[config.mk]
export PLATFORM = sky130hd
export DESIGN_NAME = ar_id_gate
export DESIGN_NICKNAME = d
export VERILOG_FILES = /design/src/rtl/rob_pkg.sv /design/src/rtl/id_scoreboard.sv /design/src/rtl/ar_id_gate.sv
export SDC_FILE = /design/constraint.sdc
export NUM_CORES = 1
export LEC_CHECK = 0
export CORE_ASPECT_RATIO = 1.4
export CORE_MARGIN = 3
export CORE_UTILIZATION = 39
export CTS_CLUSTER_SIZE = 12
export DETAILED_ROUTE_END_ITERATION = 6
export PLACE_DENSITY = 0.66
export SLEW_MARGIN = 20
export SYNTH_ARGS = -nofsm -noshare
export SYNTH_HDL_FRONTEND = slang
export SYNTH_SLANG_ARGS = --single-unit
[constraint.sdc]
create_clock -name clk -period 3.4 [get_ports clk]
set_clock_uncertainty 0.05 [all_clocks]
set_input_delay 0.51 -clock clk [delete_from_list [all_inputs] [get_ports clk]]
set_output_delay 0.51 -clock clk [all_outputs]
set_load 0.005 [all_outputs]
[src/rtl/rob_pkg.sv]
// Shared reorder-buffer types: ID width, ID type and counter-width helper.
// Imported by the AR admission stage and its scoreboard.
package rob_pkg;

    localparam int ID_WIDTH = 4;

    typedef logic [ID_WIDTH-1:0] id_t;

    // Bits needed to hold a count of 0..max inclusive.
    function automatic int cnt_w(input int max);
        return $clog2(max + 1);
    endfunction

endpackage

[src/rtl/id_scoreboard.sv]
// In-flight ID bitmap with set/clear ports, a lookup port and a sticky spurious-retire flag.
// Latency: set/clear visible on busy_o and lookup_busy the cycle after the request.
// Backpressure: none; the caller only sets free IDs and clears are ignored for idle IDs.
module id_scoreboard import rob_pkg::*; #(
    parameter int  ID_WIDTH = rob_pkg::ID_WIDTH,
    localparam int NID      = 2 ** ID_WIDTH
) (
    input  logic                clk,
    input  logic                rst_n,
    input  logic                set_vld,
    input  logic [ID_WIDTH-1:0] set_id,
    input  logic                clr_vld,
    input  logic [ID_WIDTH-1:0] clr_id,
    input  logic [ID_WIDTH-1:0] lookup_id,
    output logic                lookup_busy,
    output logic                clr_ok,
    output logic [NID-1:0]      busy_o,
    output logic                err_o
);

    logic [NID-1:0] busy;
    logic [NID-1:0] busy_nxt;

    assign lookup_busy = busy[lookup_id];
    assign clr_ok      = clr_vld & busy[clr_id];
    assign busy_o      = busy;

    // Clear is applied before set so a different-ID retire and accept both land.
    always_comb begin
        busy_nxt = busy;
        if (clr_ok) begin
            busy_nxt[clr_id] = 1'b0;
        end
        if (set_vld) begin
            busy_nxt[set_id] = 1'b1;
        end
    end

    always_ff @(posedge clk or negedge rst_n) begin
        if (!rst_n) begin
            busy  <= '0;
            err_o <= 1'b0;
        end else begin
            busy <= busy_nxt;
            if (clr_vld && !busy[clr_id]) begin
                err_o <= 1'b1;
            end
        end
    end

endmodule

[src/rtl/ar_id_gate.sv]
// AR admission stage: blocks duplicate in-flight IDs and caps outstanding reads.
// Latency: one cycle from upstream accept to m_arvalid_o; 1 AR/cycle sustained.
// Backpressure: s_arready_o drops while the output slot is stalled, the ID is busy, or the cap is hit.
module ar_id_gate import rob_pkg::*; #(
    parameter int  ID_WIDTH        = rob_pkg::ID_WIDTH,
    parameter int  MAX_OUTSTANDING = 16,
    localparam int CW              = cnt_w(MAX_OUTSTANDING),
    localparam int NID             = 2 ** ID_WIDTH
) (
    input  logic                clk,
    input  logic                rst_n,
    input  logic [ID_WIDTH-1:0] s_arid_i,
    input  logic                s_arvalid_i,
    output logic                s_arready_o,
    output logic [ID_WIDTH-1:0] m_arid_o,
    output logic                m_arvalid_o,
    input  logic                m_arready_i,
    input  logic [ID_WIDTH-1:0] r_id_i,
    input  logic                r_valid_i,
    input  logic                r_ready_i,
    output logic [CW-1:0]       outstanding_o,
    output logic [NID-1:0]      busy_ids_o,
    output logic                err_o
);

    logic s_acc;
    logic m_acc;
    logic r_ret;
    logic ret_ok;
    logic id_busy;
    logic slot_free;
    logic below_cap;

    assign slot_free   = ~m_arvalid_o | m_arready_i;
    assign below_cap   = outstanding_o < CW'(MAX_OUTSTANDING);
    // Uses registered busy only: a same-cycle retire of this ID does not admit it yet.
    assign s_arready_o = slot_free & ~id_busy & below_cap;

    assign s_acc = s_arvalid_i & s_arready_o;
    assign m_acc = m_arvalid_o & m_arready_i;
    assign r_ret = r_valid_i & r_ready_i;

    id_scoreboard #(
        .ID_WIDTH (ID_WIDTH)
    ) u_scoreboard (
        .clk         (clk),
        .rst_n       (rst_n),
        .set_vld     (s_acc),
        .set_id      (s_arid_i),
        .clr_vld     (r_ret),
        .clr_id      (r_id_i),
        .lookup_id   (s_arid_i),
        .lookup_busy (id_busy),
        .clr_ok      (ret_ok),
        .busy_o      (busy_ids_o),
        .err_o       (err_o)
    );

    always_ff @(posedge clk or negedge rst_n) begin
        if (!rst_n) begin
            m_arid_o    <= '0;
            m_arvalid_o <= 1'b0;
        end else if (s_acc) begin
            m_arid_o    <= s_arid_i;
            m_arvalid_o <= 1'b1;
        end else if (m_acc) begin
            m_arvalid_o <= 1'b0;
        end
    end

    // Decrement only on a retire of a busy ID, so the count tracks the bitmap and cannot underflow.
    always_ff @(posedge clk or negedge rst_n) begin
        if (!rst_n) begin
            outstanding_o <= '0;
        end else begin
            case ({s_acc, ret_ok})
                2'b10:   outstanding_o <= outstanding_o + 1'b1;
                2'b01:   outstanding_o <= outstanding_o - 1'b1;
                default: outstanding_o <= outstanding_o;
            endcase
        end
    end

endmodule

==> metrics.cfg, run 1 <==
[synthesis]
async_flop_share=1.00
synth_nets=162
synth-seq-area-share=0.407
synthTopCellsByCount=27 x dfrtp_1, 12 x nand2_1, 9 x o31ai_1
yosys_warnings=0
ys_ff_latch=27
yosysMostFrequentCell=dfrtp_1
synth_top_cell_by_area=dfrtp_1
syn-cell-area_mm2=0.00166
synth.distinct_cells=40
syn_inst=145
synth-edff-count=0
syn_avg_cell_area_um2=11.5
synth_top_area_frac=0.407
synth_flop_cell=dfrtp_1
synth_area_leaders=dfrtp_1 41%, mux4_2 8.1%, mux2_2 4.7%

[cts]
htreeDepth=1
post_cts_buffers=0
numCtsBuffers=3
clkTransAtPathRegs_ns=0.09
clock_sinks=27
cts_root_buffer=clkbuf_8
cts_tree=yes
clockBufferDepth=2
ctsHoldBuffers=0
worst_skew_pair.late_latency_ns=0.27

[timing]
setup_viol=0
setup_slack_ns=0.272
min_period_ns=3.13
max_freq_mhz=320
fin_tns_setup_ns=0
period_share=0.920
hold_viol=0
rsz0062_at_grt=false
worstMarginPinSlew_ns=0.694
drv_slew=0
relSlewSlack=0.531

[layout]
fin_nets=222
fillers=371
diodes=0
area_growth_pct=38.7
final_area_mm2=0.00230
drive_gt1_frac=0.245
ff_latch_area_um2=676
fin_util=0.573
multi_input_area_um2=943

[grt]
grt_first_pass_wirelength_um=7490
grt_pass1_vias=1533
grt_max_degree=28
track_usage=0.191
antenna_found_initial=0
grt_overflow=0

[worst_setup_path]
r2r_end=outstanding_o[4]
crit_required_ns=3.52
r2r_cells=11
crit_fanout=5
crit_type=input port to register
cp_data_arrival_time_ns=3.24
end_kind=register
r2r-start=u_scoreboard.busy_o[10]
r2r_slack_ns=0.44
crit_path_start_kind=input port

[floorplanning]
die_area_mm2=0.00509
io_pins=42
initial_utilization=0.413
die_height_um=83.2
design.core.area_mm2=0.00402
dieWidth_um=61.1
rows=27

[power_and_ir_drop]
p_per_area_mw_per_mm2=752
p_total_mw=1.73
ir_drop_uv=342
p_leak_nw=0.961

[routing]
ant_nets=0
drc=0
vias=1448
vias_per_cell=5.86
dr.first_iter.drc_count=59
wl_per_cell_um=18.0
wirelength_um=4430
firstDrtPassIters=4

[worst_hold_path]
min_path_cells=1
hold_start=u_scoreboard.err_o
worstHoldPathType=register to register
holdPathEnd=u_scoreboard.err_o

[placed_design]
port_buffers=41
globalplace.congestion=0.873
placed_cell_area_mm2=0.00224
hpwl_um=3500
place_ws_ns=-0.326

[status]
status=finished, final reports clean

[flow_run]
drv_cap=0

## worst max-delay path by stage
stage                      startpoint          endpoint  slack (ns)  cells past startpoint
after floorplan           s_arid_i[1]  outstanding_o[4]        0.15                     14
after CTS                   r_id_i[0]  outstanding_o[4]        0.02                     14
after global placement      r_id_i[0]  outstanding_o[4]       -0.20                     12
after global routing        r_id_i[1]  outstanding_o[4]        0.09                     14
final                     s_arid_i[3]  outstanding_o[4]        0.27                     12
after detailed placement    r_id_i[0]  outstanding_o[4]       -0.33                     12
## cell type report
type                    instances  share of cell area
repair buffers                 63               0.252
clock inverters                 1             0.00217
clock buffers                   3              0.0179
multi-input cells             109               0.410
well taps                      43              0.0234
flip-flops and latches         27               0.293
inverters                       1             0.00163
## report_power, final
group          switching, mW  leakage (nW)  internal (mW)
Sequential             0.184         0.321          0.474
Combinational          0.300         0.615          0.590
Clock                  0.101        0.0255         0.0822
## cell families after synthesis
group,count (synthesis),synth area share
XOR/XNOR,6,0.0317
AND/OR/NAND/NOR,47,0.175
adder cells (fa/ha/maj),3,0.0226
buffers and inverters,9,0.0301
flip-flops,27,0.407
multiplexers,17,0.156
AO/OA/AOI/OAI,36,0.178
## sequential cells by signal, indices dropped and copies added, names as in the netlist
name                 flops
u_scoreboard.busy_o     16
outstanding_o            5
m_arvalid_o              1
u_scoreboard.err_o       1
m_arid_o                 4
## routing by layer
layer | up-vias | track usage | share of wire
li1 | 677 | - | -
met1 | 716 | 0.223 | 0.39
met2 | 49 | 0.329 | 0.54
met3 | 6 | 0.0435 | 0.054
met4 | 0 | 0.0611 | 0.014
met5 | - | 0 | 0
## what timing repair did
action,4_1_cts,5_1_grt
endpoints found under the setup margin,1,1
gates resized for setup,2,3
endpoints found under the hold margin,0,0
## worst max-delay path, stage by stage
cell and delay [ns]:
clkdlybuf4s50_1 0.49, nor2b_1 0.20, a311oi_2 0.33, nand3_1 0.14, nand3b_4 0.18, ha_1 0.23, xor2_1 0.15, ha_2 0.22
nor4bb_2 0.29, a21oi_1 0.06, o32a_1 0.31, xnor2_1 0.13
## cells in the final DEF (no fill, tap or decap), types with 3 or more instances in the layout
| master | n |
|---|---|
| mux2i_1 | 3 |
| clkdlybuf4s50_1 | 39 |
| o21ai_0 | 6 |
| nand3_1 | 5 |
| mux4_2 | 6 |
| nand2_1 | 12 |
| nor2_1 | 7 |
| clkbuf_8 | 3 |
| nand2b_1 | 8 |
| xnor2_1 | 3 |
| dfrtp_1 | 27 |
| mux2_2 | 7 |
| buf_4 | 22 |
| a21oi_1 | 3 |
| nor2b_1 | 4 |
| o31ai_1 | 9 |
| xor2_1 | 3 |
| a22o_1 | 6 |
## stage by stage
stage	hold slack (ns)	instances
2_1_floorplan	0.164	145
3_3_place_gp	0.416	243
3_5_place_dp	0.423	243
4_1_cts	0.444	247
5_1_grt	0.461	247
6_report	0.437	247
Note: power is estimated with default switching activity, not from simulation.
==> inputs of run 2 (changes only) <==
CORE_ASPECT_RATIO = default   (was 1.4)
==> run 2 against run 1 <==
  * Sequential power is essentially flat
  * Global-route usage shrank 1.3 points
  * Routed wire length shrank 2.6%
  * Cell count grew 2.0%
  * Non-clock buffer count shrank 2
  * Sequential cell count is the same
  * Combinational power shrank 1%
  * Die area shrank 0.22%
==> metrics.cfg, run 2 (synthesis results as in run 1) <==
[cts]
clock_sinks=27  ; unchanged
htreeDepth=1  ; unchanged
worst_skew_pair.late_latency_ns=0.27  ; about the same
clkTransAtPathRegs_ns=0.09  ; about the same
post_cts_buffers=0  ; unchanged
clockBufferDepth=2  ; unchanged
cts_tree=yes
cts_root_buffer=clkbuf_8
numCtsBuffers=3  ; unchanged
ctsHoldBuffers=0  ; unchanged

[worst_setup_path]
crit_buf_inv=1  ; unchanged
crit_fanout=4  ; -1
crit_required_ns=3.51  ; about the same
max_stage_delay_ns=0.54  ; +0.05 ns
r2r_slack_ns=0.35  ; -0.09 ns
crit_path_start_kind=input port
crit_top_cell=ha_1
r2r_end=outstanding_o[4]
r2r-start=u_scoreboard.busy_o[11]
crit_path_top_delay_cell=mux4_2
crit_type=input port to register
path_cells=dlygate4sd2_1, mux4_2, mux2_2, o21ai_0, nor2_1, ha_1, xor2_1, ha_1, o31ai_1, a21oi_1, o32a_1, xnor2_1
cpLargestDelayFamily=compound AO/OA/AOI/OAI gates
r2r_cells=11  ; unchanged
cp_data_arrival_time_ns=3.34  ; +0.10 ns
end_kind=register

[routing]
vias=1425  ; -1.6%
ant_nets=0  ; unchanged
firstDrtPassIters=4  ; unchanged
wirelength_um=4320  ; -2.6%
wl_per_cell_um=17.1  ; -4.5%
dr.first_iter.drc_count=36  ; -39%
drc=0  ; unchanged
vias_per_cell=5.65  ; -3.5%

[floorplanning]
initial_utilization=0.409  ; -0.00382
design.core.area_mm2=0.00406  ; +0.93%
die_height_um=71.2  ; -14%
io_pins=42  ; unchanged
dieWidth_um=71.2  ; +17%
die_area_mm2=0.00508  ; -0.22%
rows=23  ; -15%

[power_and_ir_drop]
p_per_area_mw_per_mm2=749  ; -0.33%
ir_drop_uv=315  ; -8.1%
p_total_mw=1.71  ; -1.0%
p_leak_nw=0.954  ; -0.78%

[placed_design]
place_ws_ns=-0.384  ; -0.0575 ns
globalplace.congestion=0.950  ; +8.8%
port_buffers=41  ; unchanged
hpwl_um=3320  ; -5.3%

[layout]
drive_gt1_frac=0.228  ; -0.0174
layout_commonest_cell=clkdlybuf4s50_1
area_growth_pct=37.8
most-common-layout-cells=38 x clkdlybuf4s50_1, 27 x dfrtp_1, 20 x buf_4, 12 x nand2_1, 9 x o31ai_1
fin_util=0.564  ; -0.00931
fin_nets=220  ; -0.90%
fillers=358  ; -3.5%
largest_reg_flops=16  ; unchanged
diodes=0  ; unchanged

[grt]
grt_overflow=0  ; unchanged
grt_pass1_vias=1413  ; -7.8%
antenna_found_initial=0  ; unchanged
grt_first_pass_wirelength_um=7100  ; -5.2%
track_usage=0.178  ; -0.0129
grt_max_degree=28  ; unchanged

[worst_hold_path]
hold_start=u_scoreboard.err_o
min_path_cells=1  ; unchanged
holdPathEnd=u_scoreboard.err_o
worstHoldPathType=register to register

[timing]
drv_slew=0  ; unchanged
relSlewSlack=0.533  ; +0.00217
hold_viol=0  ; unchanged
setup_viol=0  ; unchanged
min_period_ns=3.23  ; +0.103 ns
max_freq_mhz=309  ; -3.2%
rsz0062_at_grt=false
worstMarginPinSlew_ns=0.691  ; -0.00321 ns
fin_tns_setup_ns=0  ; unchanged
setup_slack_ns=0.169  ; -0.103 ns
period_share=0.950  ; +0.0303

[status]
status=finished, final reports clean

[flow_run]
drv_cap=0  ; unchanged

[run 2: power by group]
part | total [mW] | switching, mW | internal (mW)
clock | 0.179 | 0.0972 | 0.0821
sequential | 0.656 | 0.182 | 0.475
combinational | 0.879 | 0.297 | 0.582
total | 1.71 | 0.576 | 1.14
[run 2: area by class of cell]
class / count / area (um^2) / share of cell area
clock buffer: 3 / 41.3 / 0.0181
sequential: 27 / 676 / 0.295
inverter: 1 / 3.75 / 0.00164
tap: 50 / 62.6 / 0.0274
timing repair buffer: 61 / 564 / 0.247
multi-input combinational: 109 / 935 / 0.409
clock inverter: 1 / 5.00 / 0.00219
[run 2: what timing repair did]
action / in CTS / in global routing
pin swaps: 0 / 0
resized for setup: 1 / 2
setup endpoints to repair: 1 / 1
[run 2: worst max-delay path by stage]
stage,from,to,slack (ns),cells after the start
after floorplan,s_arid_i[1],outstanding_o[4],0.15,14
after global placement,r_id_i[0],outstanding_o[4],-0.25,12
after detailed placement,r_id_i[0],outstanding_o[4],-0.38,12
after CTS,s_arid_i[1],outstanding_o[4],0.07,12
after global routing,r_id_i[0],outstanding_o[4],0.02,14
final,r_id_i[0],outstanding_o[4],0.17,12
[run 2: through the flow]
step	std cells	hold slack, ns	cell area [um^2]
after global placement	248	0.402	2240
after CTS	252	0.429	2280
after floorplan	145	0.164	1660
after detailed placement	248	0.407	2240
after global routing	252	0.459	2290
final	252	0.424	2290
[run 2: routing by layer]
layer / GRT usage / up-vias / share of wire
met5: 0 / - / 0
met4: 0.0585 / 0 / 0.015
met3: 0.0281 / 6 / 0.061
met2: 0.301 / 56 / 0.49
met1: 0.232 / 695 / 0.43
li1: - / 668 / -
